--- src/rtl/rs_int.sv ---
// rs_int: integer reservation station, a data-capture scheduler that sits ahead of integer execute.
// Optional feature macro RS_AGE_SELECT_EN:
//   defined   -> oldest-ready-first select, tracked by an entry age matrix
//   undefined -> fixed priority, the lowest-index ready entry wins

package rs_int_pkg;
  localparam int ROB_W  = 6;
  localparam int PREG_W = 7;
  localparam int DATA_W = 32;

  typedef enum logic [1:0] {OP_NONE, OP_REG, OP_IMM} t_optype;

  typedef struct packed {
    logic [7:0] opcode;
    t_optype    src1_type;
    t_optype    src2_type;
  } t_uinstr;

  typedef struct packed {
    logic valid;
  } t_nuke_pkt;

  typedef struct packed {
    t_uinstr             uinstr;
    logic [ROB_W-1:0]    robid;
    logic [PREG_W-1:0]   pdst;
    logic [PREG_W-1:0]   psrc1;
    logic                psrc1_rdy;
    logic [DATA_W-1:0]   src1_val;
    logic [PREG_W-1:0]   psrc2;
    logic                psrc2_rdy;
    logic [DATA_W-1:0]   src2_val;
  } t_rs_disp_pkt;

  typedef struct packed {
    logic [PREG_W-1:0] pdst;
    logic [DATA_W-1:0] data;
  } t_prf_wr_pkt;

  typedef struct packed {
    t_uinstr           uinstr;
    logic [ROB_W-1:0]  robid;
    logic [PREG_W-1:0] pdst;
    logic [DATA_W-1:0] src1_val;
    logic [DATA_W-1:0] src2_val;
  } t_iss_pkt;
endpackage

// One scheduler slot: holds the uop and snoops the write-back bus for its missing sources.
module rs_int_entry
  import rs_int_pkg::*;
(
  input  logic                         clk,
  input  logic                         reset,
  input  logic                         alloc,
  input  logic                         kill,
  input  t_rs_disp_pkt                 disp_pkt,
  input  logic                         wr_en,
  input  t_prf_wr_pkt                  wr_pkt,
  output logic                         valid,
  output logic                         ready,
  output t_iss_pkt                     pkt,
  output logic [1:0]                   src_rdy,
  output logic [1:0][PREG_W-1:0]       src_psrc
);
  logic                   valid_q;
  t_uinstr                uinstr_q;
  logic [ROB_W-1:0]       robid_q;
  logic [PREG_W-1:0]      pdst_q;
  logic [1:0]             rdy_q;
  logic [1:0][PREG_W-1:0] psrc_q;
  logic [1:0][DATA_W-1:0] val_q;

  logic [1:0]             in_rdy;
  logic [1:0][PREG_W-1:0] in_psrc;
  logic [1:0][DATA_W-1:0] in_val;
  logic [1:0]             wake_in;
  logic [1:0]             wake;

  assign in_rdy  = {disp_pkt.psrc2_rdy, disp_pkt.psrc1_rdy};
  assign in_psrc = {disp_pkt.psrc2, disp_pkt.psrc1};
  assign in_val  = {disp_pkt.src2_val, disp_pkt.src1_val};

  // wake_in catches a write-back coincident with dispatch so it is not lost
  for (genvar s = 0; s < 2; s++) begin : g_src
    assign wake_in[s] = wr_en & ~in_rdy[s] & (in_psrc[s] == wr_pkt.pdst);
    assign wake[s]    = wr_en & valid_q & ~rdy_q[s] & (psrc_q[s] == wr_pkt.pdst);
  end

  // slot state: kill beats alloc beats wakeup
  always_ff @(posedge clk) begin
    if (!reset) begin
      valid_q  <= 1'b0;
      uinstr_q <= '0;
      robid_q  <= '0;
      pdst_q   <= '0;
      rdy_q    <= '0;
      psrc_q   <= '0;
      val_q    <= '0;
    end else if (kill) begin
      valid_q <= 1'b0;
    end else if (alloc) begin
      valid_q  <= 1'b1;
      uinstr_q <= disp_pkt.uinstr;
      robid_q  <= disp_pkt.robid;
      pdst_q   <= disp_pkt.pdst;
      psrc_q   <= in_psrc;
      for (int s = 0; s < 2; s++) begin
        rdy_q[s] <= in_rdy[s] | wake_in[s];
        val_q[s] <= wake_in[s] ? wr_pkt.data : in_val[s];
      end
    end else begin
      for (int s = 0; s < 2; s++) begin
        if (wake[s]) begin
          rdy_q[s] <= 1'b1;
          val_q[s] <= wr_pkt.data;
        end
      end
    end
  end

  assign valid    = valid_q;
  assign ready    = valid_q & (&rdy_q);
  assign src_rdy  = rdy_q;
  assign src_psrc = psrc_q;
  assign pkt      = '{uinstr: uinstr_q, robid: robid_q, pdst: pdst_q,
                      src1_val: val_q[0], src2_val: val_q[1]};
endmodule

module rs_int
  import rs_int_pkg::*;
#(
  parameter int NUM_ENTRIES = 8
) (
  input  logic                         clk,
  input  logic                         reset,
  input  t_nuke_pkt                    nuke_rb1,
  input  logic                         disp_valid_rs0,
  input  t_rs_disp_pkt                 disp_pkt_rs0,
  output logic                         disp_stall_rs0,
  input  logic                         iprf_wr_en_ex1,
  input  t_prf_wr_pkt                  iprf_wr_pkt_ex1,
  output logic                         iss_ex0,
  output t_iss_pkt                     iss_pkt_ex0,
  output logic [$clog2(NUM_ENTRIES):0] occupancy
);
  localparam int            CW   = $clog2(NUM_ENTRIES) + 1;
  localparam logic [CW-1:0] FULL = CW'(NUM_ENTRIES);

  logic [CW-1:0]                          occ_q;
  logic [NUM_ENTRIES-1:0]                 ent_valid, ent_ready, alloc_oh, sel_oh, kill;
  t_iss_pkt                               ent_pkt [NUM_ENTRIES];
  logic [NUM_ENTRIES-1:0][1:0]            ent_rdy;
  logic [NUM_ENTRIES-1:0][1:0][PREG_W-1:0] ent_psrc;
  logic                                   nuke, full, accept, issue;

  // stall comes from registered occupancy only, so a same-cycle issue never frees credit
  assign nuke   = nuke_rb1.valid;
  assign full   = (occ_q == FULL);
  assign accept = reset & disp_valid_rs0 & ~full & ~nuke;
  assign issue  = reset & ~nuke & (|sel_oh);

  for (genvar i = 0; i < NUM_ENTRIES; i++) begin : g_ent
    assign kill[i] = nuke | (issue & sel_oh[i]);
    rs_int_entry u_ent (
      .clk      (clk),
      .reset    (reset),
      .alloc    (accept & alloc_oh[i]),
      .kill     (kill[i]),
      .disp_pkt (disp_pkt_rs0),
      .wr_en    (iprf_wr_en_ex1),
      .wr_pkt   (iprf_wr_pkt_ex1),
      .valid    (ent_valid[i]),
      .ready    (ent_ready[i]),
      .pkt      (ent_pkt[i]),
      .src_rdy  (ent_rdy[i]),
      .src_psrc (ent_psrc[i])
    );
  end

  // lowest-index free slot receives the dispatch
  always_comb begin
    logic found;
    found    = 1'b0;
    alloc_oh = '0;
    for (int i = 0; i < NUM_ENTRIES; i++) begin
      if (!ent_valid[i] && !found) begin
        alloc_oh[i] = 1'b1;
        found       = 1'b1;
      end
    end
  end

`ifdef RS_AGE_SELECT_EN
  // age_q[i][j]=1: entry i is older than entry j
  logic [NUM_ENTRIES-1:0][NUM_ENTRIES-1:0] age_q;

  // oldest ready entry: ready with no older ready entry
  always_comb begin
    logic older_rdy;
    older_rdy = 1'b0;
    sel_oh    = '0;
    for (int i = 0; i < NUM_ENTRIES; i++) begin
      older_rdy = 1'b0;
      for (int j = 0; j < NUM_ENTRIES; j++) begin
        if (j != i && ent_ready[j] && age_q[j][i]) older_rdy = 1'b1;
      end
      sel_oh[i] = ent_ready[i] & ~older_rdy;
    end
  end

  // new entry is younger than every currently valid entry
  always_ff @(posedge clk) begin
    if (!reset) begin
      age_q <= '0;
    end else if (accept) begin
      for (int i = 0; i < NUM_ENTRIES; i++) begin
        if (alloc_oh[i]) begin
          age_q[i] <= '0;
          for (int j = 0; j < NUM_ENTRIES; j++) begin
            if (j != i) age_q[j][i] <= ent_valid[j];
          end
        end
      end
    end
  end
`else
  // fixed priority: lowest ready index wins
  always_comb begin
    logic found;
    found  = 1'b0;
    sel_oh = '0;
    for (int i = 0; i < NUM_ENTRIES; i++) begin
      if (ent_ready[i] && !found) begin
        sel_oh[i] = 1'b1;
        found     = 1'b1;
      end
    end
  end
`endif

  // issue mux, zero when nothing issues
  always_comb begin
    iss_pkt_ex0 = '0;
    for (int i = 0; i < NUM_ENTRIES; i++) begin
      if (issue && sel_oh[i]) iss_pkt_ex0 = ent_pkt[i];
    end
  end

  // occupancy counter, cleared by nuke
  always_ff @(posedge clk) begin
    if (!reset)    occ_q <= '0;
    else if (nuke) occ_q <= '0;
    else           occ_q <= occ_q + CW'(accept) - CW'(issue);
  end

  assign iss_ex0        = issue;
  assign disp_stall_rs0 = reset & full;
  assign occupancy      = reset ? occ_q : '0;

`ifndef SYNTHESIS
  logic                   wb_seen_q;
  logic [PREG_W-1:0]      wb_pdst_q;
  logic [NUM_ENTRIES-1:0] stale;

  // remember last write-back so we can confirm nobody missed it
  always_ff @(posedge clk) begin
    if (!reset) begin
      wb_seen_q <= 1'b0;
      wb_pdst_q <= '0;
    end else begin
      wb_seen_q <= iprf_wr_en_ex1;
      wb_pdst_q <= iprf_wr_pkt_ex1.pdst;
    end
  end

  // any valid entry still waiting on the register just written
  always_comb begin
    stale = '0;
    for (int i = 0; i < NUM_ENTRIES; i++) begin
      for (int s = 0; s < 2; s++) begin
        if (wb_seen_q && ent_valid[i] && !ent_rdy[i][s] && ent_psrc[i][s] == wb_pdst_q)
          stale[i] = 1'b1;
      end
    end
  end

  a_one_issue: assert property (@(posedge clk) disable iff (!reset)
    $onehot0(sel_oh & {NUM_ENTRIES{issue}}));
  a_no_disp_stalled: assert property (@(posedge clk) disable iff (!reset)
    !(disp_valid_rs0 && full))
    else $warning("rs_int: dispatch while stalled was dropped");
  a_no_missed_wake: assert property (@(posedge clk) disable iff (!reset)
    stale == '0);
`endif
endmodule

--- config.mk ---
export PLATFORM = sky130hd
export DESIGN_NAME = rs_int
export DESIGN_NICKNAME = d
export VERILOG_FILES = /design/src/rtl/rs_int.sv
export SDC_FILE = /design/constraint.sdc
export NUM_CORES = 2
export LEC_CHECK = 0
export ABC_AREA = 1
export CAP_MARGIN = 5
export CELL_PAD_IN_SITES_DETAIL_PLACEMENT = 0
export CELL_PAD_IN_SITES_GLOBAL_PLACEMENT = 1
export CORE_MARGIN = 2
export CORE_UTILIZATION = 40
export CTS_BUF_LIST = sky130_fd_sc_hd__clkbuf_8
export CTS_CLUSTER_SIZE = 12
export DETAILED_ROUTE_END_ITERATION = 16
export HOLD_SLACK_MARGIN = 0.15
export PLACE_DENSITY = 0.77
export SLEW_MARGIN = 20
export SYNTH_ARGS = -nofsm -noshare
export SYNTH_HDL_FRONTEND = slang
export SYNTH_SLANG_ARGS = --single-unit
--- constraint.sdc ---
create_clock -name clk -period 2.5 [get_ports clk]
set_input_delay 0.625 -clock clk [delete_from_list [all_inputs] [get_ports clk]]
set_output_delay 0.625 -clock clk [all_outputs]
set_load 0.02 [all_outputs]
Word level (Yosys, flattened, before mapping)
Index checks and enable logic that the tools add are counted.

cells by class
  add/subtract/negate cells = 2
  equal/unequal tests = 19
  mux-type cells = 87
  bitwise operators = 113
  reduce and logical (&&, ||, !) cells = 100

operator list
  operator                                    number
  2-to-1 mux 89 bit                           8
  2-to-1 mux 32 bit                           18
  2-to-1 mux 64 bit                           8
  equality test 7 bit                         18
  AND 1 bit                                   74
  AND reduction 2 bit                         32
  2-to-1 mux 1 bit                            44
  nonzero test 2 bit                          16
  NOT 1 bit                                   29
  logical AND 1 bit                           22
  logical NOT 1 bit                           20
  OR reduction 2 bit                          9
  2-to-1 mux 2 bit                            8
  OR 1 bit                                    10
  OR reduction 8 bit                          1
  adder 4 x 1 -> 4 bit                        1
  equality test 4 bit, second input constant  1
  2-to-1 mux 4 bit                            1
  subtractor 4 x 1 -> 4 bit                   1

word-level totals
  flip-flop bits (word level) = 852
  input port bits = 149

Depth between registers and ports, before layout
  depth in word-level cells = 35
  depth in mapped cells = 16

By module
A second synthesis with hierarchy kept.

second synthesis, totals
  cells, all modules = 9,469
  area, all modules = 55,211.7 um^2

modules (own cells, without submodules)
  module        times used  cells an instance  area each (um^2)
  rs_int_entry  8           1,015              6,110.9
  rs_int        1           1,349              6,324.8

Least setup slack after synthesis
No wires, ideal clock.

  path type = input to output
  start point = input port nuke_rb1
  end point = output port iss_pkt_ex0[82] (netlist bit)
  arrival = 2.131 ns
  data required time = 1.875 ns
  path slack = -0.256 ns
  stages = 11
  path buffers = 3
  cell sequence = inv_2 -> nand2_4 -> or2_2 -> buf_2 -> clkbuf_1 -> clkbuf_1 -> o22ai_1 -> inv_1 -> nand3_1 -> nor2_1 -> nand4_1

RTL lines
  element          RTL line  source
  start, declared  137       input t_nuke_pkt nuke_rb1,
  end, declared    144       output t_iss_pkt iss_pkt_ex0,

==> reports/results.tsv <==
stage	metric	value	unit
logic_synthesis	synth_cells	7131	
timing	fmax	0.274	GHz
logic_synthesis	synth.cell_area	44700	µm²
logic_synthesis	synthFlopType	dfxtp_1	
global_route	grt_antenna_before_repair	9	
global_route	grt_pass1_vias	46683	
die	die-width	338	µm
clocking	cts_made_buffers	155	
drt	drtIter0Drc	6074	
timing	fin_crit	3.65	ns
logic_synthesis	synth_top_area_frac	0.382	
placed_design	port_buffers	243	
status	violations	negative setup slack	
global_route	grt_util_all_layers	0.340	
setup_path	endpoint_kind	primary output	
logic_synthesis	synth_area_leaders	dfxtp_1 (38%), nand2_1 (14%), o21ai_0 (9.0%), nor2_1 (7.1%), a21oi_1 (6.8%)	
finish	layout_commonest_cell	nand2_1	
timing	finalSetupViolations	183	
logic_synthesis	ys_ff_latch	852	
die	num_rows	122	
setup_path	path_max_fanout	7	
placed_design	gp_congestion	0.931	
timing	maxSlewHeadroom	0.246	
setup_path	critPathLaunchType	flip-flop	
logic_synthesis	syn_avg_cell_area	6.27	µm²
finish	nets	7940	
timing	drv_slew	0	
global_route	grt_max_degree	218	
drt	via_count	50962	
clocking	cts_tree	built	
drt	wl_per_cell	22.2	µm
timing	min_period_over_period	1.46	
logic_synthesis	synth_fp_nets	7286	
die	core-area	111000	µm²
timing	tightest_slew	1.13	ns
die	start_util	0.404	
clocking	clk-insertion-delay-late	0.89	ns
finish	drive_gt1_frac	0.170	
status	status	complete, but fails checks	
setup_path	slowest_delay	0.34	ns
die	die_h	338	µm
placed_design	place_hpwl	135000	µm
setup_path	cpMaxStageDelayCell	dfxtp_2	
die	dieArea	114000	µm²
logic_synthesis	synth.distinct_cells	40	
clocking	ctsHtreeMaxLevel	4	
timing	skew	0.0436	ns
setup_path	critPathKind	reg -> out	
die	ios	244	
placed_design	dp_cells	8997	
finish	final_cell_mix	nand2_1 (1597), dfxtp_1 (841), inv_1 (830)	
clocking	cts_max_path_buffers	3	
finish	area_growth	34.4	%
setup_path	crit_top_cell	nand4_1	
clocking	cts_root_buf	clkbuf_8	
logic_synthesis	yosysWarningCount	0	
drt	first_pass_iters	6	
drt	post_drt_via_cell_ratio	5.43	
min_path	hp-class	in -> reg	
job	cap_violations	0	
logic_synthesis	ys_seq_area_frac	0.382	
drt	antenna_left	0	
global_route	grt_overflow	0	
setup_path	required	1.88	ns
power	p_per_area	500	nW/µm²
placed_design	dpl_cell_area	53900	µm²
clocking	path_clk_slew	0.06	ns
finish	stdcell_area	60000	µm²
timing	rsz0062_at_grt	true	
clocking	cts.sinks	852	
timing	worst_slack	-1.15	ns
logic_synthesis	synth_enable_flop_cells	0	
drt	drc_errors	0	
setup_path	arrival	3.02	ns
global_route	grt_pass1_wl	300000	µm
logic_synthesis	synth_largest_area_cell	dfxtp_1	
power	power.leakage	27.4	nW
finish	finalNonFillerCells	9391	
setup_path	worstPathCellList	nand3_4, nand2_4, nor2_4, nand4_4, buf_6, buf_12, buf_8, nand4_1, nand3_1, nor2_1, nand4_1, buf_4	
timing	hold_viol	0	
drt	totalWireLength	209000	µm
logic_synthesis	async_reset_ff_frac	0	
power	max-vdd-ir-drop	369	µV
-- stage by stage --
step / total power [mW] / worst slack (ns) / setup TNS (ns) / utilization / hold WS [ns]
after floorplan: 15.2 / 0.00498 / 0 / - / 0.440
after global placement: 16.4 / -1.39 / -540.88 / 0.487 / 0.448
after detailed placement: 16.4 / -1.40 / -553.24 / 0.487 / 0.452
after CTS: 30.0 / -1.15 / -171.05 / 0.530 / 0.180
after global routing: 30.9 / -1.24 / -120.32 / 0.543 / 0.203
final: 30.0 / -1.15 / -100.64 / 0.543 / 0.241
-- sequential cells by signal, summed over array words and instances, names as in the netlist --
| name | flops |
|---|---|
| g_ent.u_ent.src_psrc | 112 |
| g_ent.u_ent.pkt | 608 |
| g_ent.u_ent.valid | 8 |
| g_ent.u_ent.robid_q | 48 |
| occ_q | 4 |
| g_ent.u_ent.pdst_q | 56 |
| g_ent.u_ent.src_rdy | 16 |
-- Yosys cell counts, types with 2 or more instances --
master,number
a211oi_1,3
a21oi_1,608
buf_1,73
buf_2,137
buf_4,2
clkbuf_1,335
clkinv_1,12
dfxtp_1,852
ha_1,5
inv_1,777
inv_2,19
nand2_1,1667
nand3_1,467
nand3_2,2
nand3b_1,14
nand4_1,285
nand4_2,2
nor2_1,846
nor2_2,8
nor2_4,2
nor3_1,21
nor3_4,3
nor3b_1,2
nor4_1,3
o211ai_1,6
o21ai_0,806
o21ai_1,61
o22ai_1,32
or2_2,10
xnor2_1,24
xor2_1,38
-- final cells by class --
cell class	instances	area, µm²
Inverter	808	3090
Tap cell	1488	1860
Timing Repair Buffer	1044	11700
Antenna cell	5	12.5
Clock buffer	187	2570
Fill cell	11079	50600
Multi-Input combinational cell	4924	23200
Clock inverter	83	556
Sequential cell	852	17100
-- worst max-delay path: cells and delay by family, from the launching register on --
family        cells  cell delay (ns)
simple gates      8             1.05
buf+inv           4             0.75
flops             1             0.34
-- path summary, 6_finish.rpt --
| check | startpoint | end | slack [ns] | depth (start not counted) |
|---|---|---|---|---|
| worst max-delay path | g_ent[0].u_ent.valid$_SDFFE_PP0P_ | iss_pkt_ex0[38] | -1.15 | 12 |
| worst min-delay path | reset | g_ent[7].u_ent.valid$_SDFFE_PP0P_ | 0.24 | 4 |
| worst max register to register | g_ent[0].u_ent.valid$_SDFFE_PP0P_ | g_ent[7].u_ent.pkt[50]$_SDFFE_PN0P_ | -0.20 | 18 |
| worst min register to register | g_ent[4].u_ent.pkt[43]$_SDFFE_PN0P_ | g_ent[4].u_ent.pkt[43]$_SDFFE_PN0P_ | 0.46 | 2 |
-- what timing repair did --
item                                   4_1_cts  5_1_grt
endpoints found under the hold margin        4        0
hold buffers                                 1        0
pin swaps                                   84       97
setup buffers                               53       34
cloned                                      19       21
resized for setup                          490      225
setup endpoints to repair                  335      916
-- logic make-up after synthesis --
logic type	after synthesis	share of synthesized area
XOR/XNOR	62	0.0122
adder cells (fa/ha/maj)	6	0.00185
AO/OA/AOI/OAI	1520	0.172
flip-flops	852	0.382
buffers and inverters	1355	0.118
AND/OR/NAND/NOR	3336	0.315
-- per-layer routing --
| metal | up-vias | global-route usage | share of wire |
|---|---|---|---|
| met2 | 2627 | 0.509 | 0.42 |
| met1 | 23509 | 0.477 | 0.44 |
| met5 | - | 0 | 0.00013 |
| li1 | 24352 | - | - |
| met3 | 470 | 0.0707 | 0.10 |
| met4 | 4 | 0.134 | 0.040 |
-- power breakdown --
| part | total, mW | switching, mW | internal (mW) |
|---|---|---|---|
| sequential | 13.7 | 0.0528 | 13.7 |
| combinational | 2.46 | 1.59 | 0.879 |
| clock | 13.8 | 6.46 | 7.32 |
No activity file was read; power rests on OpenSTA's default activity.
